<file path="src/rtl/led_ctrl.sv">
// rtl/led_ctrl.sv - status LED controller: heartbeat, activity flash and error blink on one pin
module led_ctrl #(
    parameter int       TICK_DIV     = 50000,
    parameter int       HB_PERIOD    = 1000,
    parameter int       HB_ON        = 100,
    parameter int       ACT_ON       = 50,
    parameter int       ACT_OFF      = 50,
    parameter int       ERR_HALF     = 125,
    parameter bit       LED_ON_LEVEL = 1'b0
) (
    input  logic       clk,
    input  logic       rst,
    input  logic       en,
    input  logic       err,
    input  logic       act,
    output logic       led,
    output logic [1:0] state
);

    localparam int            PW        = (TICK_DIV > 1) ? $clog2(TICK_DIV) : 1;
    localparam logic [PW-1:0] PRESC_MAX = PW'(TICK_DIV - 1);
    localparam logic          LED_ON    = LED_ON_LEVEL;
    localparam logic          LED_OFF   = ~LED_ON_LEVEL;
    localparam logic [15:0]   HB_LAST   = 16'(HB_PERIOD - 1);
    localparam logic [15:0]   HB_ON_W   = 16'(HB_ON);
    localparam logic [15:0]   ACT_ON_W  = 16'(ACT_ON);
    localparam logic [15:0]   ACT_LAST  = 16'(ACT_ON + ACT_OFF - 1);
    localparam logic [15:0]   ERR_LAST  = 16'(ERR_HALF - 1);

    typedef enum logic [1:0] {
        S_OFF = 2'd0,
        S_HB  = 2'd1,
        S_ACT = 2'd2,
        S_ERR = 2'd3
    } state_t;

    state_t        r_state;
    logic [PW-1:0] r_presc;
    logic [15:0]   r_phase;
    logic          r_led;
    logic          r_pend;

    state_t        w_state_n;
    logic [PW-1:0] w_presc_n;
    logic [15:0]   w_phase_n;
    logic          w_led_n;
    logic          w_pend_n;
    logic          w_tick;
    logic          w_enter;
    logic [15:0]   w_phase_inc;

    always_ff @(posedge clk) begin
        if (rst) begin
            r_state <= S_OFF;
            r_presc <= '0;
            r_phase <= '0;
            r_led   <= LED_OFF;
            r_pend  <= 1'b0;
        end else begin
            r_state <= w_state_n;
            r_presc <= w_presc_n;
            r_phase <= w_phase_n;
            r_led   <= w_led_n;
            r_pend  <= w_pend_n;
        end
    end

    // The led register is loaded with the level belonging to the *next* phase,
    // so the pin changes on the same edge the phase counter does.
    always_comb begin
        w_tick      = (r_presc == PRESC_MAX);
        w_phase_inc = r_phase + 16'd1;
        w_state_n   = r_state;
        w_presc_n   = w_tick ? '0 : r_presc + PW'(1);
        w_phase_n   = r_phase;
        w_led_n     = r_led;
        w_pend_n    = r_pend;
        w_enter     = 1'b0;

        if (!en) begin
            w_state_n = S_OFF;
            w_enter   = 1'b1;
        end else begin
            case (r_state)
                S_OFF: begin
                    w_state_n = S_HB;
                    w_enter   = 1'b1;
                end
                S_HB: begin
                    if (err) begin
                        w_state_n = S_ERR;
                        w_enter   = 1'b1;
                    end else if (act) begin
                        w_state_n = S_ACT;
                        w_enter   = 1'b1;
                    end else begin
                        if (w_tick)
                            w_phase_n = (r_phase == HB_LAST) ? 16'd0 : w_phase_inc;
                        w_led_n = (w_phase_n < HB_ON_W) ? LED_ON : LED_OFF;
                    end
                end
                S_ACT: begin
                    if (err) begin
                        w_state_n = S_ERR;
                        w_enter   = 1'b1;
                    end else if (w_tick && r_phase == ACT_LAST) begin
                        // A pulse landing on the final edge counts as pending too.
                        w_state_n = (r_pend || act) ? S_ACT : S_HB;
                        w_enter   = 1'b1;
                    end else begin
                        w_pend_n = r_pend | act;
                        if (w_tick)
                            w_phase_n = w_phase_inc;
                        w_led_n = (w_phase_n < ACT_ON_W) ? LED_ON : LED_OFF;
                    end
                end
                S_ERR: begin
                    if (!err) begin
                        w_state_n = S_HB;
                        w_enter   = 1'b1;
                    end else if (w_tick) begin
                        if (r_phase == ERR_LAST) begin
                            w_phase_n = 16'd0;
                            w_led_n   = ~r_led;
                        end else begin
                            w_phase_n = w_phase_inc;
                        end
                    end
                end
                default: begin
                    w_state_n = S_OFF;
                    w_enter   = 1'b1;
                end
            endcase
        end

        if (w_enter) begin
            w_presc_n = '0;
            w_phase_n = 16'd0;
            w_pend_n  = 1'b0;
            w_led_n   = (w_state_n == S_OFF) ? LED_OFF : LED_ON;
        end
    end

    assign led   = r_led;
    assign state = r_state;

endmodule

</file>
<file path="config.mk">
export PLATFORM = sky130hd
export DESIGN_NAME = led_ctrl
export DESIGN_NICKNAME = d
export VERILOG_FILES = /design/src/rtl/led_ctrl.sv
export SDC_FILE = /design/constraint.sdc
export NUM_CORES = 1
export LEC_CHECK = 0
export BUFFER_PORTS_ARGS = -buffer_cell sky130_fd_sc_hd__buf_2
export CORE_AREA = 2 2 79 81
export CTS_BUF_LIST = sky130_fd_sc_hd__clkbuf_4 sky130_fd_sc_hd__clkbuf_8 sky130_fd_sc_hd__clkbuf_16
export DETAILED_ROUTE_END_ITERATION = 10
export DIE_AREA = 0 0 81 83
export GPL_ROUTABILITY_DRIVEN = 1
export PLACE_DENSITY = 0.73
export SLEW_MARGIN = 5
export SYNTH_ARGS = -nofsm -noshare
export SYNTH_HDL_FRONTEND = slang
export SYNTH_SLANG_ARGS = --single-unit
</file>
<file path="constraint.sdc">
create_clock -name clk -period 2.7 [get_ports clk]
set_input_delay 0.135 -clock clk [delete_from_list [all_inputs] [get_ports clk]]
set_output_delay 0.135 -clock clk [all_outputs]
set_load 0.005 [all_outputs]
</file>
# ---- After elaboration in Yosys (flattened, before gate mapping)
# Index checks and enable logic that the tools add are counted.
dict set report totals {
  output_inout_bits 3
  reg_bits 36
  elab_cells 92
  input_bits 5
}
dict set report op_classes {
  muxes 47
  n_eq_ne 20
  n_lt_le_gt_ge 2
  addsub 2
  reduce_logical 12
  n_bitwise 4
}
# operator n
set op_table {}
lappend op_table {{$mux 16} 18}
lappend op_table {{$pmux 16 s3} 1}
lappend op_table {{$add 16x1->16 const B} 2}
lappend op_table {{$eq 16x7->1 const B} 2}
lappend op_table {{$ne 3x3->1 const B} 7}
lappend op_table {{$mux 1} 18}
lappend op_table {{$eq 16x10->1 const B} 1}
lappend op_table {{$eq 16x16->1 const B} 1}
lappend op_table {{$lt 16x6->1 const B} 1}
lappend op_table {{$lt 16x7->1 const B} 1}
lappend op_table {{$mux 2} 7}
lappend op_table {{$ne 2x2->1 const B} 6}
lappend op_table {{$reduce_and 9->1} 1}
lappend op_table {{$pmux 2 s4} 1}
lappend op_table {{$reduce_and 8->1} 1}
lappend op_table {{$eq 2x2->1 const B} 2}
lappend op_table {{$logic_not 2->1} 2}
lappend op_table {{$pmux 1 s4} 1}
lappend op_table {{$reduce_and 4->1} 1}
lappend op_table {{$reduce_bool 4->1} 1}
lappend op_table {{$not 1->1} 3}
lappend op_table {{$pmux 1 s3} 1}
lappend op_table {{$reduce_bool 3->1} 1}
lappend op_table {{$reduce_or 3->1} 1}
lappend op_table {{6 further kinds} 6}

# ---- Logic depth before layout (Yosys ltp)
dict set report logic_depth {
  depth_word 14
  depth_mapped 11
  mapped_depth_nobuf 9
}

# ---- Worst setup path before layout
# No wires, ideal clock.
dict set report synth_timing {
  path_kind {register to register}
  from {register r_state[1], in the netlist state[1]}
  to {register r_presc[13]}
  setup_ps 128
  setup_slack_ps 384
  required_time_ps 2572
  arrival_time_ps 2189
  path_buffers 1
  synth_period_minus_slack_ps 2316
  path_stages_with_launch 10
  cell_sequence {dfxtp_1 ha_1 inv_1 o21ai_0 nor2_1 a22oi_1 nor2_1 nand2_1 clkbuf_1 nor2_1}
}
dict set report synth_between {
  elab_chain_len 4
  elab_cells_between_ends 7
  cone_classes {eq/ne: 3; mux: 2; reduce/logical: 2}
}
# item line
set synth_lines {}
lappend synth_lines {{from (decl)} 37} ;# state_t r_state;
lappend synth_lines {{from (signal assigned)} 60} ;# r_state <= w_state_n;
lappend synth_lines {{$eq 2x2->1 (tied with other cells)} 84} ;# case (r_state)
lappend synth_lines {{$pmux 1 s4 *} 84}
lappend synth_lines {{$mux 1 *} 80} ;# if (!en) begin
lappend synth_lines {{$reduce_or 3->1 (no line) *} --}
lappend synth_lines {{to (signal assigned)} 61} ;# r_presc <= w_presc_n;
lappend synth_lines {{to (decl)} 38} ;# logic [PW-1:0] r_presc;
# Every way passes the cells marked *; elsewhere a longest branch is shown, timed or not.
# A chain may end at the register's enable or synchronous reset.

# ---- Worst setup path in the final report
dict set report layout_timing {
  from {register r_phase[6]}
  to {register r_phase[3]}
}
dict set report layout_between {
  elab_chain_len 10
  elab_cells_between_ends 23
  cone_classes {eq/ne: 4; mux: 16; reduce/logical: 3}
}
# item line
set layout_lines {}
lappend layout_lines {{from (decl)} 39} ;# logic [15:0] r_phase;
lappend layout_lines {{from (signal assigned)} 62} ;# r_phase <= w_phase_n;
lappend layout_lines {{$eq 16x10->1} 98} ;# w_phase_n = (r_phase == HB_LAST) ? 16'd0 : w_phase_inc;
lappend layout_lines {{$mux 16} 98}
lappend layout_lines {{$mux 16} 97} ;# if (w_tick)
lappend layout_lines {{$mux 16} 93} ;# end else if (act) begin
lappend layout_lines {{$mux 16} 90} ;# if (err) begin
lappend layout_lines {{$mux 16} 84}
lappend layout_lines {{$mux 16} 80}
lappend layout_lines {{$mux 16} 93}
lappend layout_lines {{$mux 16} 90}
lappend layout_lines {{$pmux 16 s3} 84}
# Several ways; a longest one is shown, not always the timed one. The select of a mux whose other input is x is not followed.

==> results_dict.tcl <==
set metrics [dict create \
    drc 0 \
    syn_area_um2 2820 \
    grt.overflow.total 0 \
    cp_top_family "simple AND/OR/NAND/NOR gates" \
    cts_root_buf "clkbuf_8" \
    core_area_um2 5820 \
    slew_violations 0 \
    rr_worst_depth 8 \
    clkTransAtPathRegs_ns 0.08 \
    p_switching_w 0.000263 \
    power.total_w 0.00100 \
    vias 2994 \
    synthTopCellsByCount "51 x nor2_1, 39 x a21oi_1, 36 x dfxtp_1" \
    max_slew_margin_pct 64.1 \
    grt_pass1_vias 2854 \
    crit_required_ns 2.89 \
    ioPinCount 8 \
    period_share_pct 93.1 \
    grt_pass1_wl_um 13000 \
    cp.depth 8 \
    cts_resized 0 \
    p_int_w 0.000738 \
    max_freq_ghz 0.398 \
    use_met3_pct 6.74 \
    whs_ns 0.0503 \
    end_kind "flop" \
    fin_skew_ns 0.00604 \
    clockBufferDepth 2 \
    dpl_cell_area_um2 3040 \
    syn_area_per_cell_um2 7.41 \
    yosysUniqueCellTypes 66 \
    postLayoutCoreUtil_pct 54.3 \
    top_usage_layer "met2" \
    fin_area_um2 3160 \
    cp_cell_sequence "nor4b_1 > nand3_1 > nor2_1 > nand2_1 > a22oi_1 > or2_2 > buf_4 > nor3_1" \
    combPwrFrac_pct 6.1 \
    antenna_found_initial 0 \
    path_class "flop to flop" \
    synth_ff_type "dfxtp_1" \
    peakVddDrop_mv 0.183 \
    cp-start-kind "flop" \
    met2_usage_pct 38.9 \
    min_period_ns 2.51 \
    cts_buffers 5 \
    rsz0062_at_grt "yes" \
    gp_congestion 0.957 \
    tightest_slew_ns 0.537 \
    synthArstFlopShare_pct 0 \
    insertion_delay_ns 0.30 \
    post_drt_via_cell_ratio 6.33 \
    fp.dieH_um 83 \
    p_seq_share_pct 53.7 \
    area_delta_synth_final_pct 12.2 \
    fin_tns_setup_ns 0 \
    htree_levels 2 \
    cts_tree "done" \
    place_hpwl_um 5690 \
    drt.antenna.violating_nets 0 \
    cp_data_arrival_time_ns 2.70 \
    synthTopCellsByArea "dfxtp_1 26%, a21oi_1 6.9%, nor2_1 6.8%" \
    holdPathStages 2 \
    drt_wl_total_um 7700 \
    setup_viol_count_final 0 \
    initialDrtViolationCount 260 \
    cts_sinks 36 \
    yosys.area.top_type "dfxtp_1" \
    initial_core_util_pct 48.4 \
    status "finished clean" \
    port_buffers 7 \
    drv_cap 0 \
    path_buf_inv 1 \
    yosysSeqAreaShare_pct 25.6 \
    slowest_delay_ns 0.47 \
    synth_cells 380 \
    p_per_area_nw_per_um2 317 \
    drive_above_1_share_pct 19.1 \
    clkPwrFrac_pct 40.2 \
    dr.pass1.iters 5 \
    cts_setup_buffers 0 \
    routedWlPerCell_um 16.3 \
    grt_max_degree 17 \
    grt_util_all_layers_pct 23.9 \
    gr-usage-met1_pct 29.6 \
    synth_top_cell_area_share_pct 25.6 \
    synth-edff-count 0 \
    hold_viol 0 \
    syn-num-nets 392 \
    rows 28 \
    fp.dieW_um 81 \
    synth_most_common_cell "nor2_1" \
    antenna-diode-count 0 \
    yosysWarnings 0 \
    p_leak_nw 1.10 \
    fillers 564 \
    cpMaxStageDelayCell "dfxtp_1" \
    worstPathMaxFanout 13 \
    dieArea_um2 6720 \
    hold_class "input pin to flop" \
    ctsHoldBuffers 0 \
    finalNetCount 409 \
    netSwitchingFraction_pct 26.3 \
    ys_ff_latch 36 \
]
-- power groups by stage --
stage	Combinational, W	Clock [W]	Sequential (W)
CTS	0.0000595	0.000404	0.000537
finish	0.0000613	0.000402	0.000537
global placement	0.0000585	0	0.000550
global route	0.0000682	0.000432	0.000538
detailed placement	0.0000592	0	0.000550
floorplan	0.0000374	0	0.000549
-- path summary, 6_finish.rpt --
check / slack (ns) / from / end
worst max-delay path: 0.19 / r_phase[6] / r_phase[3]
worst min-delay path: 0.05 / rst / state[1]
worst max register to register: 0.19 / r_phase[6] / r_phase[3]
worst min register to register: 0.45 / r_presc[0] / r_presc[0]
-- layout make-up --
| type | count | area (µm²) | area share (%) |
|---|---|---|---|
| clock buffers | 5 | 68.8 | 2.18 |
| clock inverters | 3 | 18.8 | 0.594 |
| inverters | 10 | 37.5 | 1.19 |
| multi-input cells | 306 | 1950 | 61.6 |
| flip-flops and latches | 36 | 726 | 23.0 |
| well taps | 75 | 93.8 | 2.97 |
| repair buffers | 38 | 268 | 8.48 |
-- placed cells by master (no fill, tap or decap), types with 8 or more instances in the layout --
cell / n
a21oi_1: 39
buf_4: 31
dfxtp_1: 32
inv_1: 10
nand2_1: 29
nand3_1: 14
nand4_1: 8
nor2_1: 51
nor3_1: 10
nor4_1: 9
o21ai_0: 23
xnor2_1: 8
xor2_1: 8
-- flip-flops by register name, indices dropped and copies added (netlist names) --
| name | count |
|---|---|
| led | 1 |
| r_pend | 1 |
| r_phase | 16 |
| r_presc | 16 |
| state | 2 |
-- per-stage QoR --
| stage | worst slack [ns] | std cells |
|---|---|---|
| floorplan | 0.384 | 380 |
| global route | -0.0327 | 473 |
| CTS | 0.117 | 473 |
| detailed placement | 0.144 | 465 |
| global placement | 0.112 | 465 |
| finish | 0.186 | 473 |
-- logic make-up after synthesis --
group | after synthesis | synth area share, %
AOI/OAI and AO/OA | 108 | 24.5
xor gates and xnor gates | 16 | 4.98
adders and majority gates | 7 | 3.11
buffers and inverters | 38 | 6.17
DFF | 36 | 25.6
muxes | 3 | 1.15
and+or+nand+nor | 172 | 34.5
-- routing by layer --
layer	wire length [µm]	vias up
li1	-	1434
met1	3230	1399
met2	3650	141
met3	639	20
met4	177	0
met5	0	-
(Power assumes the default switching activity.)
